==> src/rtl/sevenseg_pkg.sv <==
// rtl/sevenseg_pkg.sv - segment lookup table, digit word type and decode helper
package sevenseg_pkg;

  // Active-high patterns {a,b,c,d,e,f,g}, a = bit 6; same table as the encoder
  localparam logic [6:0] SEG_LUT [16] = '{
    7'h7E, 7'h30, 7'h6D, 7'h79, 7'h33, 7'h5B, 7'h5F, 7'h70,
    7'h7F, 7'h7B, 7'h77, 7'h1F, 7'h4E, 7'h3D, 7'h4F, 7'h47
  };

  typedef struct packed {
    logic       blank;
    logic       dp;
    logic [3:0] nibble;
  } seg_word_t;

  typedef struct packed {
    logic      legal;
    seg_word_t word;
  } seg_dec_t;

  function automatic seg_dec_t seg_decode(input logic [6:0] segs, input logic dp_n);
    seg_dec_t r;
    r = '0;
    if (segs == 7'h00) begin
      // Dark digit is only legal without a decimal point
      if (dp_n) begin
        r.legal      = 1'b1;
        r.word.blank = 1'b1;
      end
    end else begin
      for (int i = 0; i < 16; i++) begin
        if (segs == SEG_LUT[i]) begin
          r.legal       = 1'b1;
          r.word.dp     = ~dp_n;
          r.word.nibble = 4'(i);
        end
      end
    end
    return r;
  endfunction

endpackage

==> src/rtl/sevenseg_sync.sv <==
// rtl/sevenseg_sync.sv - multi-bit flop synchroniser, resets to all ones (idle bus)
module sevenseg_sync #(
  parameter int WIDTH  = 1,
  parameter int STAGES = 2
) (
  input  logic             clk,
  input  logic             rst,
  input  logic [WIDTH-1:0] i_d,
  output logic [WIDTH-1:0] o_q
);

  logic [WIDTH-1:0] r_stage [STAGES];

  always_ff @(posedge clk or posedge rst) begin
    if (rst) begin
      for (int i = 0; i < STAGES; i++) r_stage[i] <= '1;
    end else begin
      r_stage[0] <= i_d;
      for (int i = 1; i < STAGES; i++) r_stage[i] <= r_stage[i-1];
    end
  end

  assign o_q = r_stage[STAGES-1];

endmodule

==> src/rtl/sevenseg_scan_decoder.sv <==
// rtl/sevenseg_scan_decoder.sv - recovers digit words from a scanned active-low 7-segment bus
// Optional per-digit staleness timeout: SEVENSEG_DEC_TIMEOUT_EN
module sevenseg_scan_decoder
  import sevenseg_pkg::*;
#(
  parameter int NUM_DIGITS     = 4,
  parameter int SYNC_STAGES    = 2,
  parameter int STABLE_CYCLES  = 8,
  parameter int TIMEOUT_CYCLES = 65536
) (
  input  logic                    clk,
  input  logic                    reset,
  input  logic [6:0]              segs_n,
  input  logic                    dp_n,
  input  logic [NUM_DIGITS-1:0]   an_n,
  output logic [6*NUM_DIGITS-1:0] digits,
  output logic [NUM_DIGITS-1:0]   digit_valid,
  output logic                    upd,
  output logic [2:0]              upd_idx,
  output logic                    err,
  input  logic                    err_clr
);

  localparam int SW    = NUM_DIGITS + 8;
  localparam int CNT_W = $clog2(STABLE_CYCLES + 1);

  if (NUM_DIGITS < 1 || NUM_DIGITS > 8) begin : g_bad_digits
    $error("NUM_DIGITS out of range");
  end
  if (SYNC_STAGES < 2) begin : g_bad_sync
    $error("SYNC_STAGES must be at least 2");
  end
  if (STABLE_CYCLES < 1 || TIMEOUT_CYCLES < 1) begin : g_bad_counts
    $error("STABLE_CYCLES and TIMEOUT_CYCLES must be at least 1");
  end

  logic [SW-1:0]         w_s;
  logic [SW-1:0]         r_samp;
  logic [CNT_W-1:0]      r_cnt;
  logic                  r_done;
  logic [NUM_DIGITS-1:0] w_sel;
  logic                  w_onehot;
  logic [2:0]            w_idx;
  seg_dec_t              w_dec;
  logic                  w_accept;
  logic                  w_write;
  logic                  w_illegal;

  seg_word_t             r_digits [NUM_DIGITS];
  logic [NUM_DIGITS-1:0] r_valid;
  logic                  r_upd;
  logic [2:0]            r_upd_idx;
  logic                  r_err;

  sevenseg_sync #(.WIDTH(SW), .STAGES(SYNC_STAGES)) u_sync (
    .clk (clk),
    .rst (reset),
    .i_d ({an_n, segs_n, dp_n}),
    .o_q (w_s)
  );

  // Decode always looks at the held sample, which is the value being timed
  assign w_sel    = ~r_samp[SW-1:8];
  assign w_onehot = (w_sel != '0) && ((w_sel & (w_sel - 1'b1)) == '0);
  assign w_dec    = seg_decode(~r_samp[7:1], r_samp[0]);

  always_comb begin
    w_idx = '0;
    for (int i = 0; i < NUM_DIGITS; i++) begin
      if (w_sel[i]) w_idx = 3'(i);
    end
  end

  assign w_accept  = (r_cnt == CNT_W'(STABLE_CYCLES)) && !r_done && w_onehot;
  assign w_write   = w_accept && w_dec.legal;
  assign w_illegal = w_accept && !w_dec.legal;

  always_ff @(posedge clk or posedge reset) begin
    if (reset) begin
      r_samp <= '1;
      r_cnt  <= '0;
      r_done <= 1'b0;
    end else if (w_s != r_samp) begin
      r_samp <= w_s;
      r_cnt  <= CNT_W'(1);
      r_done <= 1'b0;
    end else begin
      if (r_cnt != CNT_W'(STABLE_CYCLES)) r_cnt <= r_cnt + 1'b1;
      if (w_accept) r_done <= 1'b1;
    end
  end

`ifdef SEVENSEG_DEC_TIMEOUT_EN
  localparam int TMO_W = $clog2(TIMEOUT_CYCLES + 1);

  logic [TMO_W-1:0] r_stale [NUM_DIGITS];

  always_ff @(posedge clk or posedge reset) begin
    if (reset) begin
      for (int i = 0; i < NUM_DIGITS; i++) r_stale[i] <= '0;
    end else begin
      for (int i = 0; i < NUM_DIGITS; i++) begin
        if (w_write && w_idx == 3'(i)) r_stale[i] <= '0;
        else if (r_stale[i] != TMO_W'(TIMEOUT_CYCLES)) r_stale[i] <= r_stale[i] + 1'b1;
      end
    end
  end
`endif

  always_ff @(posedge clk or posedge reset) begin
    if (reset) begin
      for (int i = 0; i < NUM_DIGITS; i++) r_digits[i] <= '0;
      r_valid   <= '0;
      r_upd     <= 1'b0;
      r_upd_idx <= '0;
      r_err     <= 1'b0;
    end else begin
      for (int i = 0; i < NUM_DIGITS; i++) begin
        if (w_write && w_idx == 3'(i)) begin
          r_digits[i] <= w_dec.word;
          r_valid[i]  <= 1'b1;
        end
`ifdef SEVENSEG_DEC_TIMEOUT_EN
        // A write on the expiry edge takes the branch above, so it keeps valid set
        else if (r_stale[i] == TMO_W'(TIMEOUT_CYCLES - 1)) begin
          r_valid[i] <= 1'b0;
        end
`endif
      end
      r_upd <= w_write;
      if (w_write) r_upd_idx <= w_idx;
      if (w_illegal) r_err <= 1'b1;
      else if (err_clr) r_err <= 1'b0;
    end
  end

  for (genvar g = 0; g < NUM_DIGITS; g++) begin : g_pack
    assign digits[6*g +: 6] = r_digits[g];
  end

  assign digit_valid = r_valid;
  assign upd         = r_upd;
  assign upd_idx     = r_upd_idx;
  assign err         = r_err;

endmodule

==> config.mk <==
export PLATFORM = sky130hd
export DESIGN_NAME = sevenseg_scan_decoder
export DESIGN_NICKNAME = d
export VERILOG_FILES = /design/src/rtl/sevenseg_pkg.sv /design/src/rtl/sevenseg_sync.sv /design/src/rtl/sevenseg_scan_decoder.sv
export SDC_FILE = /design/constraint.sdc
export NUM_CORES = 1
export LEC_CHECK = 0
export ABC_AREA = 1
export CAP_MARGIN = 20
export CORE_MARGIN = 8
export CORE_UTILIZATION = 53
export DETAILED_ROUTE_END_ITERATION = 8
export HOLD_SLACK_MARGIN = 0.06
export PLACE_DENSITY = 0.86
export SLEW_MARGIN = 10
export SYNTH_ARGS = -nofsm -noshare
export SYNTH_HDL_FRONTEND = slang
export SYNTH_HIERARCHICAL = 1
export SYNTH_SLANG_ARGS = --single-unit
==> constraint.sdc <==
create_clock -name clk -period 2.3 [get_ports clk]
set_clock_uncertainty 0.15 [all_clocks]
set_input_delay 0.345 -clock clk [delete_from_list [all_inputs] [get_ports clk]]
set_output_delay 0.345 -clock clk [all_outputs]
set_load 0.05 [all_outputs]
After elaboration in Yosys (flattened, before gate mapping)
Cells that the tools add are included.
{ "totals": {"regBits": 74, "latch_bits": 0, "ram_bits": 0, "mem_bits_ro": 0, "n_memories": 0} }
{ "op_classes": {"n_addsub": 2, "n_mul": 0, "div_mod_pow": 0, "n_lt_le_gt_ge": 0, "eq_ne": 22, "shift": 0, "n_mux": 45, "bitwise": 4, "reduce_logical": 18} }
{ "ops": {"columns": ["op", "count"], "rows": [
  ["5-bit two-way mux", 17],
  ["7-bit equality test (second input constant)", 12],
  ["1-bit two-way mux", 23],
  ["7-bit by 6-bit equality test with 1-bit output (second input constant)", 3],
  ["12-bit inequality test", 1],
  ["1-bit logical AND", 9],
  ["4-bit two-way mux", 2],
  ["7-bit by 5-bit equality test with 1-bit output (second input constant)", 1],
  ["7-bit zero test", 1],
  ["7-bit NOT", 1],
  ["3-bit by 2-bit equality test with 1-bit output (second input constant)", 2],
  ["3-bit two-way mux", 2],
  ["2-bit nonzero test", 3],
  ["4-bit by 1-bit adder with 4-bit output (second input constant)", 1],
  ["4-bit AND", 1],
  ["4-bit equality test (second input constant)", 1],
  ["4-bit zero test", 1],
  ["4-bit inequality test (second input constant)", 1],
  ["4-bit NOT", 1],
  ["4-bit nonzero test", 1],
  ["4-bit by 1-bit subtractor with 4-bit output (second input constant)", 1],
  ["3-bit by 1-bit equality test with 1-bit output (second input constant)", 1],
  ["3-bit zero test", 1],
  ["1-bit zero test", 2],
  ["other kinds (2)", 2]
]} }

Depth between registers and ports, before layout
{ "depth": {"word_depth": 22, "depth_mapped": 12, "ltp_nobuf": 12} }

Hierarchy
Netlist, hierarchy kept.
{ "modules_own_cells": {"columns": ["mod", "instances", "cells_each", "area_per_inst_um2", "seq_area_each_um2"], "rows": [
  ["sevenseg_scan_decoder", 1, 272, 2398.6, 1241.2],
  ["sevenseg_sync", 1, 37, 724.4, 630.6]
]} }

Worst setup path after synthesis
OpenSTA, ideal clock, no wires.
{ "synth_path": {"kind": "register -> register", "start": "register r_samp[5]", "end": "register r_digits (netlist bit digits[10])", "setup_ns": 0.120, "arrival_ns": 1.605, "t_required_ns": 2.030, "slack_ns": 0.424, "stages_incl_launch_ff": 12, "cell_sequence": "dfstp_2 -> buf_6 -> nand2_1 -> nor2_1 -> nand3_1 -> nand3_1 -> nor2_4 -> nand3_4 -> nand3_2 -> buf_6 -> nand2_1 -> o21ai_2"} }
{ "synth_between": {"elab_chain_cells": 21, "word_cells_on_any_way": 54, "cone_classes": "eq/ne (16); mux (34); bitwise (1); reduce/logical (3)"} }
{ "synth_rtl": {"columns": ["item", "line_no", "text"], "rows": [
  ["start, declared", "sevenseg_scan_decoder.sv:38", "logic [SW-1:0] r_samp;"],
  ["start signal, assigned", "sevenseg_scan_decoder.sv:84", "r_samp <= w_s;"],
  ["7-bit NOT *", "sevenseg_scan_decoder.sv:65", "assign w_dec = seg_decode(~r_samp[7:1], r_samp[0]);"],
  ["7-bit equality test", "sevenseg_pkg.sv:32", "if (segs == SEG_LUT[i]) begin"],
  ["1-bit two-way mux (16 in a row)", "sevenseg_pkg.sv:32", null],
  ["1-bit two-way mux", "sevenseg_pkg.sv:24", "if (segs == 7'h00) begin"],
  ["1-bit logical AND", "sevenseg_scan_decoder.sv:75", "assign w_write = w_accept && w_dec.legal;"],
  ["1-bit logical AND", "sevenseg_scan_decoder.sv:119", "if (w_write && w_idx == 3'(i)) begin"],
  ["end signal, assigned by index", "sevenseg_scan_decoder.sv:120", "r_digits[i] <= w_dec.word;"],
  ["end, declared", "sevenseg_scan_decoder.sv:49", "seg_word_t r_digits [NUM_DIGITS];"]
]} }
Every way passes the cells marked *; elsewhere a longest branch is shown, timed or not.
A chain may end at the register's enable or synchronous reset.

Worst setup path in the final report
{ "layout_path": {"start": "register r_samp[4]", "end": "register r_digits (netlist bit digits[5])"} }
Same word-level chain as after synthesis.

==> impl_metrics.env <==
export IMPL_busiest_layer="met2"
export IMPL_synth_seq_cells=73
export IMPL_muxShareOfSynthArea_pct=0
export IMPL_worst_endpoint_required_ps=2360
export IMPL_grt_util_met2_pct=23.14
export IMPL_hold_ws_ps=201.4
export IMPL_vdd_drop_max_mv=0.3935
export IMPL_worstSetupPathType="reg -> reg"
export IMPL_final_seq_area_mm2=0.001872
export IMPL_grt_total_usage_pct=14.07
export IMPL_setup_tns_final_ps=0
export IMPL_place_area_mm2=0.003493
export IMPL_fin_crit_ps=2189
export IMPL_cp_arrival_ps=2250
export IMPL_ys_dominant_reg_cell="dfrtp_1"
export IMPL_rows=28
export IMPL_nFillCells=481
export IMPL_grt_use_met3_pct=4.531
export IMPL_worstMarginPinSlew_ps=590.4
export IMPL_rsz0062_at_grt="true"
export IMPL_p_comb_share_pct=5.5
export IMPL_yosysWarnings=6
export IMPL_critPathLaunch="r_samp[4]$_DFFE_PP1N_"
export IMPL_synth_compound_area_share_pct=6.050
export IMPL_max_stage_delay_ps=610
export IMPL_placed_cells=402
export IMPL_core_region_area_mm2=0.005816
export IMPL_htree_levels=3
export IMPL_power_leakage_nw=1.633
export IMPL_crit_top_cell="nand2_1"
export IMPL_status="complete, no violations"
export IMPL_period_share_pct=95.19
export IMPL_r2r_slack_ps=110
export IMPL_p_clk_share_pct=37.0
export IMPL_port_buffers=46
export IMPL_die_w_um=92.76
export IMPL_place_worst_setup_slack_ps=131.3
export IMPL_antenna_found_initial=0
export IMPL_cap_viol_max_count=0
export IMPL_worst_path_max_delay_cell="dfstp_2"
export IMPL_grt_start_max_net_pins=50
export IMPL_p_sw_share_pct=22.89
export IMPL_die_h_um=92.76
export IMPL_io_pins=48
export IMPL_stdcell_area_mm2=0.003681
export IMPL_clock_sinks=73
export IMPL_ant_nets=0
export IMPL_synth_top_area_share_pct=30.29
export IMPL_async_flop_share_pct=100.0
export IMPL_netlist_top_cell_by_area="dfstp_2"
export IMPL_met1_usage_pct=15.61
export IMPL_initial_core_util_pct=53.70
export IMPL_min_path_cells=0
export IMPL_synth_edf_count=0
export IMPL_power_mw=2.383
export IMPL_cts_made_buffers=9
export IMPL_via_per_inst=4.995
export IMPL_cp_max_fo=13
export IMPL_fmax_mhz=456.8
export IMPL_gp_congestion=0.8720
export IMPL_cp_endpoint="digits[5]$_DFFE_PP0P_"
export IMPL_synth_top_family_by_area="simple AND/OR/NAND/NOR gates"
export IMPL_seqPwrFrac_pct=57.5
export IMPL_syn_to_final_growth_pct=17.87
export IMPL_drt_iter0_markers=165
export IMPL_cp_depth=9
export IMPL_p_int_mw=1.837
export IMPL_cp_top_family="simple AND/OR/NAND/NOR gates"
export IMPL_grt_pass1_vias=2124
export IMPL_synthSimpleGateAreaFrac_pct=19.67
export IMPL_netlist_area_mm2=0.003123
export IMPL_multiInputGateArea_um2=962.2
export IMPL_clkTransAtPathRegs_ps=70
export IMPL_synth_distinct_cells=34
export IMPL_synth_nets=326
export IMPL_drt_total_wl_um=5639
export IMPL_diodes=0
export IMPL_setup_viol=0
export IMPL_setup_slack_ps=110.7
export IMPL_slew_violations=0
export IMPL_drive_gt1_share_pct=22.45
export IMPL_synth_seq_area_share_pct=59.94
export IMPL_final_core_util_pct=63.30
export IMPL_synth_xor_area_share_pct=3.926
export IMPL_synth_area_per_cell_um2=10.11
export IMPL_clock_latency_ps=340
export IMPL_hpwl_um=4144
export IMPL_critical_path_cell_chain="nand2_1 > inv_1 > nand2_1 > nor3_2 > nand2_1 > nand3_4 > nand3_2 > nand2_1 > o21ai_1"
export IMPL_critPathCaptureType="register"
export IMPL_relSlewSlack_pct=60.64
export IMPL_grt_pass1_wl_um=9625
export IMPL_post_cts_setup_buffers=0
export IMPL_clockBufferDepth=2
export IMPL_root_buffer="clkbuf_8"
export IMPL_finalNonFillerCells=418
export IMPL_cts_tree="built"
export IMPL_syn_inst=309
export IMPL_hp_class="reg -> reg"
export IMPL_p_sw_mw=0.5454
export IMPL_critPathLaunchType="register"
export IMPL_vias=2088
export IMPL_route_detailed_drc=0
export IMPL_synth_fa_ha_area_share_pct=0.8013
export IMPL_first_pass_iters=4
export IMPL_fp_dieArea_mm2=0.008604
export IMPL_power_per_cell_area_mw_per_mm2=647.3
export IMPL_grt_overflow=0
export IMPL_r2r_start="r_samp[4]$_DFFE_PP1N_"
export IMPL_synthTopCellsByArea="dfstp_2, dfrtp_1, nand2_1"
export IMPL_cp_num_buf_inv=1
export IMPL_reg2reg_depth=9
export IMPL_finalHoldViolCount=0
export IMPL_detail_route_wl_per_cell_um=13.49
export IMPL_nets=355
export IMPL_rr_endpoint="digits[5]$_DFFE_PP0P_"
[cells in the final DEF (no fill, tap or decap), drive strengths merged, types with 3 or more instances in the layout]
master	synthesis	layout
clkbuf	12	11
clkdlybuf4s50	0	46
clkinv	0	3
dfrtp	37	37
dfstp	36	36
inv	26	27
nand2	62	62
nand3	19	19
nand4	3	3
nor2	34	34
nor3	5	5
o21ai	27	27
or2	4	4
xnor2	3	3
xor2	11	11
[sequential cells by signal, summed over array words and instances (netlist names)]
signal	flops
r_cnt	4
upd_idx	2
u_sync/r_stage	12
upd	1
digits	24
r_done	1
digit_valid	4
u_sync/o_q	12
r_samp	12
err	1
[cell families (layout without fill, tap and decap cells)]
family / after synthesis / after routing
buffers and inverters: 56 / 90
and+or+nand+nor: 129 / 129
AOI/OAI and AO/OA: 34 / 34
other: 1 / 1
xor gates and xnor gates: 14 / 14
DFF: 73 / 73
adders and majority gates: 2 / 2
[worst register-to-register path, stage by stage, from the launching register on]
cell	delay, ps
dfstp_2	610
nand2_1	80
inv_1	70
nand2_1	120
nor3_2	190
nand2_1	220
nand3_4	180
nand3_2	230
nand2_1	140
o21ai_1	80
[layout make-up]
| class | instances | area share, % |
|---|---|---|
| clock inverters | 5 | 0.7818 |
| multi-input cells | 180 | 26.14 |
| well taps | 75 | 2.549 |
| clock buffers | 11 | 4.113 |
| inverters | 26 | 2.651 |
| flip-flops and latches | 73 | 50.85 |
| repair buffers | 48 | 12.92 |
[worst min-delay path by stage]
stage                                  from                       to
5_1_grt        u_sync/r_stage[16]$_DFF_PP1_  u_sync/o_q[4]$_DFF_PP1_
2_1_floorplan  u_sync/r_stage[12]$_DFF_PP1_  u_sync/o_q[0]$_DFF_PP1_
6_report       u_sync/r_stage[16]$_DFF_PP1_  u_sync/o_q[4]$_DFF_PP1_
3_5_place_dp   u_sync/r_stage[12]$_DFF_PP1_  u_sync/o_q[0]$_DFF_PP1_
4_1_cts        u_sync/r_stage[16]$_DFF_PP1_  u_sync/o_q[4]$_DFF_PP1_
3_3_place_gp   u_sync/r_stage[12]$_DFF_PP1_  u_sync/o_q[0]$_DFF_PP1_
[timing repair]
item / 4_1_cts / 5_1_grt
hold buffers: 0 / 0
endpoints found under the setup margin: 0 / 17
gates resized for setup: 0 / 1
[cells in the mapped netlist (2+ instances only)]
cell,n
inv_1,24
nand3_1,14
o21ai_2,2
buf_4,13
a31oi_1,2
clkbuf_1,12
nand2_1,61
nor2_4,2
inv_2,2
nand4_1,3
ha_1,2
buf_6,5
a21oi_1,2
xnor2_1,3
nand3_2,4
dfrtp_1,37
nor2_1,28
o21ai_1,22
or2_2,4
xor2_1,11
dfstp_2,36
o21ai_0,3
nor2_2,4
nor3_1,3
[power by group through the flow]
| stage | sequential, mW | clock (mW) | combinational (mW) |
|---|---|---|---|
| after floorplan | 1.38 | 0 | 0.114 |
| after global placement | 1.39 | 0 | 0.127 |
| after detailed placement | 1.39 | 0 | 0.130 |
| after CTS | 1.37 | 0.913 | 0.132 |
| after global routing | 1.38 | 0.979 | 0.147 |
| final | 1.37 | 0.882 | 0.131 |
[routing by layer]
metal,vias up,routed length (um)
met5,-,0
met4,0,148
met3,17,371
met2,71,2755
met1,985,2363
li1,1015,-
No activity file was read; power rests on OpenSTA's default activity.
